[config.mk]
export PLATFORM = sky130hd
export DESIGN_NAME = cp_xf_loader
export DESIGN_NICKNAME = d
export VERILOG_FILES = /design/src/rtl/cp_xf_pkg.sv /design/src/rtl/cp_word_assembler.sv /design/src/rtl/cp_xf_loader.sv
export SDC_FILE = /design/constraint.sdc
export NUM_CORES = 1
export LEC_CHECK = 0
export ABC_AREA = 1
export CORE_MARGIN = 2
export CORE_UTILIZATION = 58
export DETAILED_ROUTE_END_ITERATION = 10
export DONT_BUFFER_PORTS = 1
export HOLD_SLACK_MARGIN = 0.05
export PLACE_DENSITY = 0.71
export SETUP_SLACK_MARGIN = 0.3
export SLEW_MARGIN = 20
export SYNTH_ARGS = -nofsm -noshare
export SYNTH_HDL_FRONTEND = slang
export SYNTH_SLANG_ARGS = --single-unit
export TNS_END_PERCENT = 30
[constraint.sdc]
create_clock -name clk -period 1.7 [get_ports clk]
set_input_delay 0.255 -clock clk [delete_from_list [all_inputs] [get_ports clk]]
set_output_delay 0.255 -clock clk [all_outputs]
set_load 0.05 [all_outputs]
[src/rtl/cp_xf_pkg.sv]
// -----------------------------------------------------------------------------
// cp_xf_pkg
// Shared constants and types for the CP-side XF register/matrix loader.
//   - GX command opcodes understood by the loader
//   - Loader FSM state type
//   - XF region-select codes carried in CPAddr[15:12]
//   - region_ok(): true when an address targets a region XF accepts writes to
// No ports (package).
// -----------------------------------------------------------------------------
package cp_xf_pkg;

    localparam logic [7:0] OP_NOP         = 8'h00;
    localparam logic [7:0] OP_LOAD_XF_REG = 8'h10;

    localparam logic [3:0] REGION_MATRIX  = 4'h0;
    localparam logic [3:0] REGION_CONTROL = 4'h1;

    typedef enum logic [1:0] {
        ST_IDLE = 2'd0,
        ST_HDR  = 2'd1,
        ST_DATA = 2'd2
    } state_e;

    function automatic logic region_ok(input logic [15:0] addr);
        return (addr[15:12] == REGION_MATRIX) || (addr[15:12] == REGION_CONTROL);
    endfunction

endpackage

[src/rtl/cp_word_assembler.sv]
// -----------------------------------------------------------------------------
// cp_word_assembler
// Collects four consecutive accepted bytes into one big-endian 32-bit word.
// The fourth byte is not stored: it is combined straight from byte_i so the
// word is available in the same cycle as its last handshake (done_o).
// Ports:
//   clk     in   clock
//   reset   in   synchronous active-high reset (clears byte index)
//   en_i    in   a byte is accepted this cycle
//   byte_i  in   accepted byte
//   word_o  out  assembled word {b0,b1,b2,b3}, valid while done_o is high
//   done_o  out  high in the cycle the fourth byte is accepted
// -----------------------------------------------------------------------------
module cp_word_assembler (
    input  logic        clk,
    input  logic        reset,
    input  logic        en_i,
    input  logic [7:0]  byte_i,
    output logic [31:0] word_o,
    output logic        done_o
);

    logic [1:0] idx_q;
    logic [1:0] idx_d;
    logic [7:0] lane_q [3];

    assign idx_d = en_i ? idx_q + 2'd1 : idx_q;

    always_ff @(posedge clk) begin
        if (reset) begin
            idx_q <= 2'd0;
        end else begin
            idx_q <= idx_d;
        end
    end

    // One capture register per leading byte lane; lane gi loads when the
    // byte index points at it.
    for (genvar gi = 0; gi < 3; gi++) begin : g_lane
        always_ff @(posedge clk) begin
            if (reset) begin
                lane_q[gi] <= 8'h00;
            end else if (en_i && (idx_q == 2'(gi))) begin
                lane_q[gi] <= byte_i;
            end
        end
    end

    assign done_o = en_i && (idx_q == 2'd3);
    assign word_o = {lane_q[0], lane_q[1], lane_q[2], byte_i};

endmodule

[src/rtl/cp_xf_loader.sv]
// -----------------------------------------------------------------------------
// cp_xf_loader
// Decodes LOAD_XF_REG packets from the GX command byte stream and issues one
// XF write per 32-bit payload word with an auto-incrementing 16-bit address.
// XF cannot stall, so the FIFO is always drained (FifoReady high outside reset).
//
// Packet: 0x10 | header H (4 bytes BE: H[31:16]=count-1, H[15:0]=base) |
//         (count) x data word (4 bytes BE)
//
// Optional build macro:
//   CP_XF_RANGE_CHECK_EN - words aimed outside the matrix/control regions are
//                          dropped and flagged on CmdError instead of written.
//
// Ports:
//   clk          in   clock
//   reset        in   synchronous active-high reset
//   FifoData     in   command byte
//   FifoValid    in   FifoData valid
//   FifoReady    out  byte accepted when FifoValid & FifoReady
//   CPAddr       out  XF address of the last write (held between strobes)
//   CPWrite      out  single-cycle write strobe
//   CPWriteData  out  data of the last write (held between strobes)
//   Busy         out  LOAD_XF_REG packet in progress
//   CmdError     out  single-cycle pulse: bad opcode (or out-of-range word)
// -----------------------------------------------------------------------------
module cp_xf_loader
    import cp_xf_pkg::*;
(
    input  logic        clk,
    input  logic        reset,
    input  logic [7:0]  FifoData,
    input  logic        FifoValid,
    output logic        FifoReady,
    output logic [15:0] CPAddr,
    output logic        CPWrite,
    output logic [31:0] CPWriteData,
    output logic        Busy,
    output logic        CmdError
);

    state_e      state_q,    state_d;
    logic [15:0] addr_q,     addr_d;
    logic [15:0] remain_q,   remain_d;
    logic [15:0] cp_addr_q,  cp_addr_d;
    logic [31:0] cp_wdata_q, cp_wdata_d;
    logic        cp_write_q, cp_write_d;
    logic        busy_q,     busy_d;
    logic        err_q,      err_d;
    logic        final_word;

    logic        accept;
    logic        asm_en;
    logic [31:0] asm_word;
    logic        asm_done;

    assign FifoReady = ~reset;
    assign accept    = FifoValid & FifoReady;
    // Opcode bytes are consumed in IDLE and never reach the assembler.
    assign asm_en    = accept && (state_q != ST_IDLE);

    cp_word_assembler u_asm (
        .clk    (clk),
        .reset  (reset),
        .en_i   (asm_en),
        .byte_i (FifoData),
        .word_o (asm_word),
        .done_o (asm_done)
    );

    always_comb begin
        state_d    = state_q;
        addr_d     = addr_q;
        remain_d   = remain_q;
        cp_addr_d  = cp_addr_q;
        cp_wdata_d = cp_wdata_q;
        cp_write_d = 1'b0;
        err_d      = 1'b0;
        final_word = 1'b0;

        case (state_q)
            ST_IDLE: begin
                if (accept) begin
                    if (FifoData == OP_LOAD_XF_REG) begin
                        state_d = ST_HDR;
                    end else if (FifoData != OP_NOP) begin
                        err_d = 1'b1;
                    end
                end
            end

            ST_HDR: begin
                if (asm_done) begin
                    addr_d   = asm_word[15:0];
                    remain_d = asm_word[31:16];
                    state_d  = ST_DATA;
                end
            end

            ST_DATA: begin
                if (asm_done) begin
`ifdef CP_XF_RANGE_CHECK_EN
                    if (region_ok(addr_q)) begin
                        cp_write_d = 1'b1;
                        cp_addr_d  = addr_q;
                        cp_wdata_d = asm_word;
                    end else begin
                        err_d = 1'b1;
                    end
`else
                    cp_write_d = 1'b1;
                    cp_addr_d  = addr_q;
                    cp_wdata_d = asm_word;
`endif
                    addr_d = addr_q + 16'd1;
                    if (remain_q == 16'd0) begin
                        final_word = 1'b1;
                        state_d    = ST_IDLE;
                    end else begin
                        remain_d = remain_q - 16'd1;
                    end
                end
            end

            default: state_d = ST_IDLE;
        endcase

        // Busy covers the strobe cycle of the final word even though the FSM
        // is already back in IDLE then.
        busy_d = (state_d != ST_IDLE) || final_word;
    end

    always_ff @(posedge clk) begin
        if (reset) begin
            state_q    <= ST_IDLE;
            addr_q     <= 16'h0000;
            remain_q   <= 16'h0000;
            cp_addr_q  <= 16'h0000;
            cp_wdata_q <= 32'h0000_0000;
            cp_write_q <= 1'b0;
            busy_q     <= 1'b0;
            err_q      <= 1'b0;
        end else begin
            state_q    <= state_d;
            addr_q     <= addr_d;
            remain_q   <= remain_d;
            cp_addr_q  <= cp_addr_d;
            cp_wdata_q <= cp_wdata_d;
            cp_write_q <= cp_write_d;
            busy_q     <= busy_d;
            err_q      <= err_d;
        end
    end

    assign CPAddr      = cp_addr_q;
    assign CPWrite     = cp_write_q;
    assign CPWriteData = cp_wdata_q;
    assign Busy        = busy_q;
    assign CmdError    = err_q;

endmodule

## Word level (Yosys, flattened, before mapping)

Memories as Yosys holds them, arrays and structs flattened.
Cells that the tools add are included.

- Register bits: 87
- Bits in writable memories: 24
- Logic and storage cells: 80
- Memories: 1

Memories:

| memory | words | width | rd ports | clocked after Yosys merged registers in | wr ports | RTL line | RTL |
|---|---|---|---|---|---|---|---|
| u_asm.lane_q | 3 | 8 | 3 | 0 | 3 | cp_word_assembler.sv:25 | `logic [7:0] lane_q [3];` |

- Add/subtract/negate cells: 3
- Equal/unequal tests: 9
- Mux-type cells: 32
- Bitwise logic cells: 8
- Reductions and logical operators: 18

Operators with widths:

| operator | count |
|---|---|
| 16-bit two-way mux | 5 |
| 16-bit one-hot mux with 2 select lines | 2 |
| 8-bit two-way mux | 3 |
| 16-bit by 1-bit adder with 16-bit output (second input constant) | 1 |
| 16-bit zero test | 1 |
| 1-bit two-way mux | 16 |
| 16-bit by 1-bit subtractor with 16-bit output (second input constant) | 1 |
| 2-bit two-way mux | 5 |
| 8-bit by 5-bit equality test with 1-bit output (second input constant) | 1 |
| 8-bit nonzero test | 1 |
| 2-bit equality test (second input constant) | 3 |
| 2-bit != test (second input constant) | 3 |
| 2-bit one-hot mux with 3 select lines | 1 |
| 2-bit nonzero test | 3 |
| 1-bit logical AND | 5 |
| 2-bit by 1-bit equality test with 1-bit output (second input constant) | 2 |
| 2-bit zero test | 2 |
| 1-bit NOT | 4 |
| 4-bit AND reduction | 1 |
| 4-bit OR reduction | 1 |
| 1-bit OR | 3 |
| 3-bit AND reduction | 1 |
| 2-bit by 1-bit adder with 2-bit output (second input constant) | 1 |
| 2-bit AND reduction | 1 |
| 3 further kinds | 3 |

## Logic depth before layout (Yosys ltp)

Gate-level depths: netlist of run 1.

- Depth in word-level cells: 8
- Mapped depth: 12
- Gate-level depth less buffers: 11

## By module

A second synthesis of run 1 with hierarchy kept.

- Cells, all modules: 706
- Area, all modules: 5205.0 um2

Modules (own cells, without submodules):

| module | times used | cells each | area each (um2) |
|---|---|---|---|
| cp_xf_loader | 1 | 612 | 4086.4 |
| cp_word_assembler | 1 | 94 | 1118.6 |

## Worst setup path after synthesis of run 1

Ideal clock, no wire load.

- Path type: in2reg
- Start point: in reset
- End point: mem u_asm.lane_q[0][0] (enable)
- Setup time: 0.332 ns
- Arrival time: 1.464 ns
- Required time: 1.368 ns
- Setup slack: -0.096 ns
- Stages: 4
- Buffers on the path: 2
- Path through: buf_2 inv_4 clkbuf_1 nand2_1

RTL lines:

| item | RTL line | RTL |
|---|---|---|
| from (decl) | cp_xf_loader.sv:30 | `input logic reset,` |
| to (decl) | cp_word_assembler.sv:25 |  |

## Final worst setup path of run 1

- Start point: reg state_q[0]
- End point: reg addr_q[2]

- Longest elaborated chain between the ends: 5
- Elaborated cells on any way between the ends: 10
- Those cells by class: eq/ne: 4; mux: 1; reduce/logical: 5

RTL lines:

| item | RTL line | RTL |
|---|---|---|
| from (decl) | cp_xf_loader.sv:41 | `state_e state_q, state_d;` |
| from (signal assigned) | cp_xf_loader.sv:143 | `state_q <= state_d;` |
| 2-bit nonzero test | cp_xf_loader.sv:59 | `assign asm_en = accept && (state_q != ST_IDLE);` |
| 1-bit logical AND | cp_xf_loader.sv:59 |  |
| 1-bit logical AND | cp_word_assembler.sv:49 | `assign done_o = en_i && (idx_q == 2'd3);` |
| 2-bit != test (no source line) | n/a |  |
| 3-bit AND reduction (no source line) | n/a |  |
| to (signal assigned) | cp_xf_loader.sv:144 | `addr_q <= addr_d;` |
| to (decl) | cp_xf_loader.sv:42 | `logic [15:0] addr_q, addr_d;` |

Several ways; a longest one is shown, not always the timed one.
A chain may end at the register's enable or synchronous reset.

==> results of run 1 <==
-- state kept, by name (all words and copies together), names as in the netlist --
signal and cells:
remain_q 16, CmdError 1, addr_q 16, CPWriteData 32
state_q 2, CPWrite 1, u_asm.idx_q 2, u_asm.lane_q 24
Busy 1, CPAddr 16
-- synthesized netlist by cell type --
library cell	instances	area, µm²
a21o_1	1	7.51
a21oi_1	72	360
a21oi_2	1	8.76
a311oi_1	1	8.76
a31oi_1	3	18.8
and2_1	1	6.26
buf_2	9	45.0
buf_4	3	22.5
buf_6	5	56.3
clkbuf_1	13	48.8
dfxtp_1	87	1740
edfxtp_1	24	721
ha_1	6	75.1
inv_1	39	146
inv_2	7	26.3
inv_4	1	6.26
mux2i_1	1	10.0
nand2_1	171	642
nand2_2	1	6.26
nand2_4	3	33.8
nand3_1	28	140
nand3b_1	1	7.51
nand4_1	8	50.1
nor2_1	112	420
nor2_2	1	6.26
nor2_4	1	11.3
nor2_8	1	20.0
nor3_1	7	35.0
nor4_1	1	6.26
o211ai_1	1	7.51
o21ai_0	49	245
o21ai_1	6	30.0
o21ai_2	1	8.76
o22ai_1	1	6.26
o31ai_1	1	7.51
or2_2	3	18.8
xnor2_1	2	17.5
xor2_1	3	26.3
-- per-stage QoR --
step                      instance area, µm²  instances
after floorplan                         5110        676
after global placement                  5280        777
after detailed placement                5280        777
after CTS                               6100        829
after global routing                    6430        841
final                                   6430        841
-- worst paths after layout --
path	from	endpoint	slack (ns)	cells past startpoint
worst max register to register	state_q[0]$_SDFF_PP0_	addr_q[2]$_SDFFE_PP0P_	0.17	10
worst min register to register	addr_q[15]$_SDFFE_PP0P_	CPAddr[15]$_SDFFE_PP0P_	0.50	2
worst max-delay path	state_q[0]$_SDFF_PP0_	addr_q[2]$_SDFFE_PP0P_	0.17	10
worst min-delay path	FifoData[0]	CPWriteData[0]$_SDFFE_PP0P_	0.09	2
-- layer usage --
metal	GRT usage (%)	wire [µm]	share of wire (%)	vias up
met3	5.61	1510	10	27
met2	45.6	6910	46	261
met1	45.2	6350	42	2298
li1	-	-	-	2317
met5	0	0	0	-
met4	10.9	292	1.9	0
-- what timing repair did --
item,CTS,global route
gates resized for setup,60,69
setup buffers,26,10
pin swaps,19,23
endpoints found under the setup margin,91,96
hold buffers,2,0
hold endpoints to repair,44,0
cloned,8,2
-- cell families after synthesis --
group | count (synthesis)
AND/OR/NAND/NOR | 339
AO/OA/AOI/OAI | 137
flip-flops | 111
buffers and inverters | 77
adder cells (fa/ha/maj) | 6
XOR/XNOR | 5
multiplexers | 1
-- power by group through the flow --
stage               clock, mW  sequential (mW)  combinational (mW)
floorplan                   0             2.78              0.0942
global placement            0             2.79               0.113
detailed placement          0             2.79               0.115
CTS                      1.65             2.73               0.142
global route             1.75             2.73               0.164
finish                   1.65             2.72               0.153
-- worst max-delay path: cells and delay by family, from the launching register on --
kind / cells / cell delay, ns
compound gates: 3 / 0.30
buf+inv: 4 / 0.43
flops: 1 / 0.40
simple gates: 3 / 0.31
-- cell type report --
| cell class | count | share of cell area (%) |
|---|---|---|
| clock inverter | 7 | 1.23 |
| timing repair inverter | 1 | 0.117 |
| inverter | 47 | 3.09 |
| tap | 108 | 2.10 |
| sequential | 111 | 38.7 |
| timing repair buffer | 69 | 12.9 |
| clock buffer | 9 | 1.93 |
| multi-input combinational | 489 | 39.9 |
==> reports/metrics.cfg, run 1 <==
[power_and_ir_drop]
power_mw = 4.53
p_switching_mw = 1.19
leakage_nw = 2.58
p_per_area_nw_per_um2 = 704
p_int_mw = 3.34
combPwrFrac_pct = 3.4
seqPwrFrac_pct = 60.2
swShare_pct = 26.2
irDropWorstVdd_mv = 0.540
power.share.clock_pct = 36.5

[drt]
first_pass_iters = 6
drt_iter0_markers = 409
vias = 4903
antenna_left = 0
wl_per_cell_um = 17.9
finalWirelength_mm = 15.1
detail_route.vias_per_cell = 5.83
route.detailed.drc = 0

[run_status]
status = finished clean

[floorplan]
dieArea_um2 = 9480
start_util_pct = 58.8
placeableCoreArea_um2 = 8590
rows = 34
die_x_um = 97.4
top_level_ports = 63
die_h_um = 97.4

[critical_path]
path_max_fanout = 7
crit_slowest_cell = dfxtp_4
crit_type = reg -> reg
cpPeakStageDelay_ns = 0.40
arrival_ns = 1.85
worst_ep_required_time_ns = 2.01
crit_chain = inv_4 -> nand2_4 -> nand2_8 -> nor2_8 -> buf_6 -> o21ai_4 -> buf_12 -> inv_8 -> o21ai_2 -> a21oi_1
critPathLaunchType = register
crit_path_end_kind = register

[sta]
rsz0062_at_grt = yes
slew_viol_final = 0
hold_viol_final = 0
tightest_slew_ns = 0.679
postLayoutSetupSlackWorst_ns = 0.165
setup_violations = 0
fin_hold_ws_ns = 0.0887
skew_ns = 0.0141
max-slew-margin-rel_pct = 54.8
timing.setup.tns_ns = 0
fmax_mhz = 652
fin_crit_sh_pct = 90.3
period_minus_slack_ns = 1.53

[global_routing]
grt_first_pass_wirelength_mm = 23.1
grt_util_all_layers_pct = 30.7
antenna_found_initial = 0
first_global_vias = 4404
gr-total-overflow = 0
grt_max_degree = 46

[logic_synthesis]
ys_seq_elements = 111
synth_top_family_by_area = simple AND/OR/NAND/NOR gates
yosysSeqAreaShare_pct = 48.7
yosys_warnings = 0
synth_compound_area_share_pct = 14.0
syn_area_per_cell_um2 = 7.48
yosys.area_share.simple_pct = 27.8
synth.distinct_cells = 38
synth_xor_xnor_area_share_pct = 0.866
synth_fp_nets = 693
synth_area_um2 = 5060
synthCells = 676
synth_mux_area_share_pct = 0.198
synth-adder-area-share_pct = 1.48

[place]
gp_congestion = 0.891
pre_cts_ws_ns = -0.152
io_buffers = 0
dp_hpwl_mm = 8.62

[clock_network]
htreeDepth = 3
cts_tree = done
clkSinkCount = 111
clockBufferDepth = 2
cts_inserted_buffers = 9
clkTransAtPathRegs_ns = 0.12
cts_root_buf = clkbuf_8
insertion_delay_ns = 0.39

[final_layout]
post-route-util_pct = 74.9
multi_input_area_um2 = 2570
area_growth_pct = 27.2
drive_gt1_share_pct = 24.6
nets = 745
num_antenna_cells = 0
layout_commonest_cell = nand2_1
fillers = 658
mostFrequentLayoutCells = nand2_1, nor2_1, dfxtp_1
seqCellArea_um2 = 2490

[min_path]
min_path_type = in -> reg

[flow_run]
drv_cap = 0

Note: power is estimated with default switching activity, not from simulation.
==> inputs of run 2 (changes only) <==
--- a/config.mk
+++ b/config.mk
@@ -11,6 +11,7 @@
 export DETAILED_ROUTE_END_ITERATION = 10
 export DONT_BUFFER_PORTS = 1
 export HOLD_SLACK_MARGIN = 0.05
+export MAX_ROUTING_LAYER = met4
 export PLACE_DENSITY = 0.71
 export SETUP_SLACK_MARGIN = 0.3
 export SLEW_MARGIN = 20
==> run 2 against run 1 <==
The run now ends with negative hold slack left; first-iteration DRC count grew 19%; global-route usage increased by 0.69 points; clock power barely moved; critical endpoint is now remain_q[7]$_SDFFE_PP0P_; largest cell class unchanged; highest routed layer unchanged.
==> reports/metrics.cfg, run 2 (synthesis results as in run 1) <==
[final_layout]
area_growth_pct = 31.0  ; was 27.2%
layout_commonest_cell = nand2_1  ; unchanged
mostFrequentLayoutCells = nand2_1, nor2_1, dfxtp_1  ; unchanged
multi_input_area_um2 = 2650  ; was 2570 µm²
nets = 748  ; was 745
post-route-util_pct = 77.1  ; was 74.9%
drive_gt1_share_pct = 25.8  ; was 24.6%
num_antenna_cells = 0  ; unchanged
largest_reg_flops = 32  ; unchanged
fillers = 613  ; was 658
seqCellArea_um2 = 2480  ; was 2490 µm²

[clock_network]
cts_inserted_buffers = 9  ; unchanged
clkTransAtPathRegs_ns = 0.12  ; about the same
holdBufCountCts = 2  ; unchanged
cts_root_buf = clkbuf_8  ; unchanged
clkSinkCount = 111  ; unchanged
htreeDepth = 3  ; unchanged
clockBufferDepth = 2  ; unchanged
insertion_delay_ns = 0.38  ; was 0.39 ns
cts_tree = done  ; unchanged

[global_routing]
antenna_found_initial = 0  ; unchanged
first_global_vias = 4371  ; was 4404
gr-total-overflow = 0  ; unchanged
grt_first_pass_wirelength_mm = 23.1  ; about the same
grt_util_all_layers_pct = 31.4  ; was 30.7%
grt_max_degree = 46  ; unchanged

[critical_path]
crit_chain = inv_2 -> ha_4 -> nand3_4 -> nor2_4 -> nand3_2 -> o211ai_1 -> buf_4 -> buf_8 -> nor2_2 -> nor2_1  ; was inv_4 -> nand2_4 -> nand2_8 -> nor2_8 -> buf_6 -> o21ai_4 -> buf_12 -> inv_8 -> o21ai_2 -> a21oi_1
path_max_fanout = 5  ; was 7
worst_ep_required_time_ns = 2.02  ; was 2.01 ns
critPathLaunchType = register  ; unchanged
crit_path_end_kind = register  ; unchanged
crit_type = reg -> reg  ; unchanged
arrival_ns = 1.94  ; was 1.85 ns
crit_slowest_cell = dfxtp_2  ; was dfxtp_4
cpPeakStageDelay_ns = 0.36  ; was 0.40 ns

[sta]
fin_hold_ws_ns = -0.0832  ; was 0.0887 ns
slew_viol_final = 0  ; unchanged
setup_violations = 0  ; unchanged
period_minus_slack_ns = 1.62  ; was 1.53 ns
fin_crit_sh_pct = 95.4  ; was 90.3%
timing.setup.tns_ns = 0  ; unchanged
postLayoutSetupSlackWorst_ns = 0.0789  ; was 0.165 ns
rsz0062_at_grt = yes  ; unchanged
skew_ns = 0.0118  ; was 0.0141 ns
hold_viol_final = 42  ; was 0
fmax_mhz = 617  ; was 652 MHz
tightest_slew_ns = 0.654  ; was 0.679 ns
max-slew-margin-rel_pct = 56.4  ; was 54.8%

[place]
dp_hpwl_mm = 8.67  ; was 8.62 mm
io_buffers = 0  ; unchanged
pre_cts_ws_ns = -0.134  ; was -0.152 ns
gp_congestion = 0.897  ; was 0.891

[run_status]
violations = negative hold slack
status = finished with violations  ; was finished clean

[floorplan]
dieArea_um2 = 9480  ; unchanged
die_h_um = 97.4  ; unchanged
placeableCoreArea_um2 = 8590  ; unchanged
die_x_um = 97.4  ; unchanged
top_level_ports = 63  ; unchanged
start_util_pct = 58.8  ; unchanged
rows = 34  ; unchanged

[drt]
antenna_left = 0  ; unchanged
routed-wl-met3_mm = 1.48  ; was 1.51 mm
detail_route.vias_per_cell = 5.92  ; was 5.83
wl_met2_mm = 7.39  ; was 6.91 mm
first_pass_iters = 7  ; was 6
drt-met1-wl_mm = 6.49  ; was 6.35 mm
highest_layer = met4  ; unchanged
drt_iter0_markers = 488  ; was 409
finalWirelength_mm = 15.7  ; was 15.1 mm
vias = 4998  ; was 4903
wl_per_cell_um = 18.6  ; was 17.9 µm
route.detailed.drc = 0  ; unchanged

[power_and_ir_drop]
irDropWorstVdd_mv = 0.464  ; was 0.540 mV
power_mw = 4.53  ; about the same
p_per_area_nw_per_um2 = 683  ; was 704 nW/µm²
leakage_nw = 2.80  ; was 2.58 nW

[min_path]
min_path_type = in -> reg  ; unchanged

[flow_run]
drv_cap = 0  ; unchanged

## run 2: cell types whose count changed in the layout (fill, tap and decap cells not counted), sizes merged
cell         previous run  this run
buf                    65        59
clkbuf                 11        17
bufbuf                  1         2
clkinv                  1         2
dlygate4sd3             1         2
inv                    53        52
o21ai                  57        58
## run 2: timing repair
item,in CTS,in global routing
hold endpoints to repair,44,42
pin swaps,23,40
gates resized for setup,51,88
buffers inserted,21,11
endpoints found under the setup margin,128,122
cloned,8,8
## run 2: layout make-up
class | count | share of cell area [%]
multi-input combinational | 490 | 40.0
inverter | 47 | 2.97
clock buffer | 9 | 1.87
sequential | 111 | 37.4
timing repair buffer | 71 | 14.4
timing repair inverter | 1 | 0.113
clock inverter | 7 | 1.19
tap | 108 | 2.04
## run 2: report_power, final
group | internal, mW | total (mW) | switching, mW
clock | 0.604 | 1.66 | 1.06
combinational | 0.0387 | 0.132 | 0.0931
sequential | 2.71 | 2.74 | 0.0283
total | 3.35 | 4.53 | 1.18
## run 2: stage by stage
step,hold WS [ns],std cells,instance area (µm²)
2_1_floorplan,0.399,676,5110
3_3_place_gp,0.329,778,5300
3_5_place_dp,0.331,778,5300
4_1_cts,-0.0854,825,6070
5_1_grt,-0.101,844,6620
6_report,-0.0832,844,6620
## run 2: path summary, 6_finish.rpt
kind	from	to	slack (ns)	depth (start not counted)
worst min register to register	addr_q[5]$_SDFFE_PP0P_	addr_q[5]$_SDFFE_PP0P_	0.50	2
worst max-delay path	remain_q[1]$_SDFFE_PP0P_	remain_q[7]$_SDFFE_PP0P_	0.08	10
worst max register to register	remain_q[1]$_SDFFE_PP0P_	remain_q[7]$_SDFFE_PP0P_	0.08	10
worst min-delay path	reset	CPWriteData[9]$_SDFFE_PP0P_	-0.08	1
## run 2: worst max-delay path, delay by kind of cell (launching register included)
family / cells / cell delay [ns]
buffers and inverters: 3 / 0.41
AOI/OAI and AO/OA: 1 / 0.21
adders and majority gates: 1 / 0.15
and+or+nand+nor: 5 / 0.43
DFF: 1 / 0.36
## run 2: metal layers
| layer | global-route usage (%) | up-vias |
|---|---|---|
| met2 | 47.6 | 274 |
| met3 | 5.76 | 40 |
| met5 | - | - |
| met1 | 44.4 | 2357 |
| met4 | 7.16 | 0 |
| li1 | - | 2327 |
==> inputs of run 3 (changes only) <==
--- a/config.mk
+++ b/config.mk
@@ -18,4 +18,4 @@
 export SYNTH_ARGS = -nofsm -noshare
 export SYNTH_HDL_FRONTEND = slang
 export SYNTH_SLANG_ARGS = --single-unit
-export TNS_END_PERCENT = 30
+export TNS_END_PERCENT = 5
==> run 3 against run 2 <==
The flow now finishes without violations; critical path depth shrank 2; maximum frequency is 3.7% higher; die area stayed put; worst setup slack better by 0.057 ns; sequential power about the same; combinational power grew 11%; hold slack better by 0.19 ns; cell area down 9.6%; register-to-register slack improved by 0.06 ns; global-route usage fell by 1.1 points; final cell count shrank 2.0%; highest routed layer unchanged.
==> reports/metrics.cfg, run 3 (synthesis results as in run 1) <==
[floorplan]
die_x_um = 97.4  ; unchanged
dieArea_um2 = 9480  ; unchanged
placeableCoreArea_um2 = 8590  ; unchanged
start_util_pct = 58.8  ; unchanged
rows = 34  ; unchanged
top_level_ports = 63  ; unchanged
die_h_um = 97.4  ; unchanged

[power_and_ir_drop]
leakage_nw = 2.43  ; was 2.80 nW
p_per_area_nw_per_um2 = 752  ; was 683 nW/µm²
irDropWorstVdd_mv = 0.375  ; was 0.464 mV

[final_layout]
drive_gt1_share_pct = 17.4  ; was 25.8%
mostFrequentLayoutCells = nand2_1, nor2_1, dfxtp_1  ; unchanged
seqCellArea_um2 = 2480  ; about the same
multi_input_area_um2 = 2390  ; was 2650 µm²
layout_commonest_cell = nand2_1  ; unchanged
num_antenna_cells = 0  ; unchanged
nets = 731  ; was 748
fin_cells = 827  ; was 844
fillers = 728  ; was 613
post-route-util_pct = 69.7  ; was 77.1%
largest_reg_flops = 32  ; unchanged
area_growth_pct = 18.4  ; was 31.0%

[sta]
setup_violations = 0  ; unchanged
max-slew-margin-rel_pct = 60.6  ; was 56.4%
period_minus_slack_ns = 1.56  ; was 1.62 ns
fin_crit_sh_pct = 92.0  ; was 95.4%
skew_ns = 0.0113  ; was 0.0118 ns
postLayoutSetupSlackWorst_ns = 0.136  ; was 0.0789 ns
rsz0062_at_grt = yes  ; unchanged
tightest_slew_ns = 0.591  ; was 0.654 ns
fmax_mhz = 639  ; was 617 MHz
slew_viol_final = 0  ; unchanged
fin_hold_ws_ns = 0.109  ; was -0.0832 ns
hold_viol_final = 0  ; was 42

[drt]
route.detailed.drc = 0  ; unchanged
finalWirelength_mm = 14.0  ; was 15.7 mm
wl_per_cell_um = 16.9  ; was 18.6 µm
antenna_left = 0  ; unchanged
detail_route.vias_per_cell = 5.76  ; was 5.92
first_pass_iters = 7  ; unchanged
vias = 4760  ; was 4998
drt_iter0_markers = 408  ; was 488

[critical_path]
worst_ep_required_time_ns = 2.01  ; was 2.02 ns
r2r-start = state_q[0]$_SDFF_PP0_  ; was remain_q[1]$_SDFFE_PP0P_
reg2reg_depth = 8  ; was 10
crit_chain = buf_4 -> nor2_4 -> buf_6 -> buf_12 -> nor2_1 -> a31oi_1 -> o21ai_0 -> a21oi_1  ; was inv_2 -> ha_4 -> nand3_4 -> nor2_4 -> nand3_2 -> o211ai_1 -> buf_4 -> buf_8 -> nor2_2 -> nor2_1
path_max_fanout = 25  ; was 5
crit_type = reg -> reg  ; unchanged
cp_num_buf_inv = 3  ; unchanged
crit_slowest_cell = dfxtp_2  ; unchanged
critical_path.top_delay_family = buffers and inverters  ; was simple AND/OR/NAND/NOR gates
crit_path_end_kind = register  ; unchanged
cpPeakStageDelay_ns = 0.34  ; was 0.36 ns
critPathLaunchType = register  ; unchanged
r2r_slack_ns = 0.14  ; was 0.08 ns
cp_num_cells = 8  ; was 10
reg2reg_to = addr_q[4]$_SDFFE_PP0P_  ; was remain_q[7]$_SDFFE_PP0P_
arrival_ns = 1.87  ; was 1.94 ns

[min_path]
worstHoldEndpoint = CPWriteData[1]$_SDFFE_PP0P_  ; was CPWriteData[9]$_SDFFE_PP0P_
whs_path_depth = 2  ; was 1
hold_start = FifoData[1]  ; was reset
min_path_type = in -> reg  ; unchanged

[global_routing]
first_global_vias = 4388  ; was 4371
antenna_found_initial = 0  ; unchanged
gr-total-overflow = 0  ; unchanged
grt-busiest-layer = met2  ; unchanged
grt_util_all_layers_pct = 30.3  ; was 31.4%
grt_max_degree = 46  ; unchanged
grt.met1_usage_pct = 43.6  ; was 44.4%
grt_first_pass_wirelength_mm = 22.3  ; was 23.1 mm
grtUsageMet3_pct = 6.12  ; was 5.76%
use_met2_pct = 43.6  ; was 47.6%

[clock_network]
cts_root_buf = clkbuf_8  ; unchanged
insertion_delay_ns = 0.39  ; was 0.38 ns
clkSinkCount = 111  ; unchanged
clockBufferDepth = 2  ; unchanged
cts_tree = done  ; unchanged
clkTransAtPathRegs_ns = 0.12  ; about the same
htreeDepth = 3  ; unchanged
cts_inserted_buffers = 9  ; unchanged

[place]
dp.cells = 783  ; was 778
dp_hpwl_mm = 8.84  ; was 8.67 mm
pre_cts_ws_ns = -0.0272  ; was -0.134 ns
io_buffers = 0  ; unchanged
gp_congestion = 0.910  ; was 0.897

[flow_run]
drv_cap = 0  ; unchanged

[run_status]
status = finished clean  ; was finished with violations

run 3: cell count changes in the layout (fill, tap and decap cells not counted), moves of 4 or more:
cell | previous run | this run
nand2_4 | 19 | 4
a21oi_1 | 51 | 70
clkbuf_16 | 8 | 0
o21ai_2 | 5 | 1
buf_12 | 9 | 5
a21oi_2 | 21 | 3
nor2_1 | 97 | 103
o21ai_0 | 38 | 44
nand2_1 | 151 | 166
run 3: timing repair:
item / CTS / global route
gates resized for setup: 37 / 33
buffers inserted: 12 / 9
endpoints found under the setup margin: 96 / 129
pin swaps: 11 / 10
cloned: 4 / 0
hold buffers: 3 / 0
hold endpoints to repair: 43 / 0
run 3: layer usage:
metal	up-vias	wire [µm]
met5	-	0
met4	0	209
met3	22	1450
met2	260	6040
met1	2193	6280
li1	2285	-
run 3: how the worst max path moves through the flow:
| stage | to | from | slack (ns) |
|---|---|---|---|
| finish | addr_q[4]$_SDFFE_PP0P_ | state_q[0]$_SDFF_PP0_ | 0.14 |
| floorplan | addr_q[7]$_SDFFE_PP0P_ | reset | 0.29 |
| detailed placement | addr_q[2]$_SDFFE_PP0P_ | state_q[0]$_SDFF_PP0_ | -0.03 |
| CTS | remain_q[13]$_SDFFE_PP0P_ | state_q[1]$_SDFF_PP0_ | 0.20 |
| global route | addr_q[5]$_SDFFE_PP0P_ | state_q[0]$_SDFF_PP0_ | 0.03 |
| global placement | addr_q[2]$_SDFFE_PP0P_ | state_q[0]$_SDFF_PP0_ | 0.01 |
run 3: per-stage QoR:
stage	power, mW	TNS, ns	area, µm²
after detailed placement	2.91	-0.0500	5290
after global routing	4.62	0	5990
after floorplan	2.87	0	5100
after CTS	4.52	0	5830
after global placement	2.90	0	5290
final	4.50	0	5990
run 3: final cells by class:
cell class,instances,area share [%]
Multi-Input combinational cell,489,40.0
Timing Repair Buffer,56,9.59
Clock inverter,7,1.36
Clock buffer,9,2.07
Tap cell,108,2.26
Inverter,47,3.36
Sequential cell,111,41.4
run 3: report_power, final:
group | switching [mW] | leakage [nW] | total, mW | internal [mW]
clock | 1.03 | 0.104 | 1.63 | 0.596
combinational | 0.104 | 1.37 | 0.147 | 0.0430
sequential | 0.0213 | 0.954 | 2.73 | 2.71
total | 1.16 | 2.43 | 4.50 | 3.34
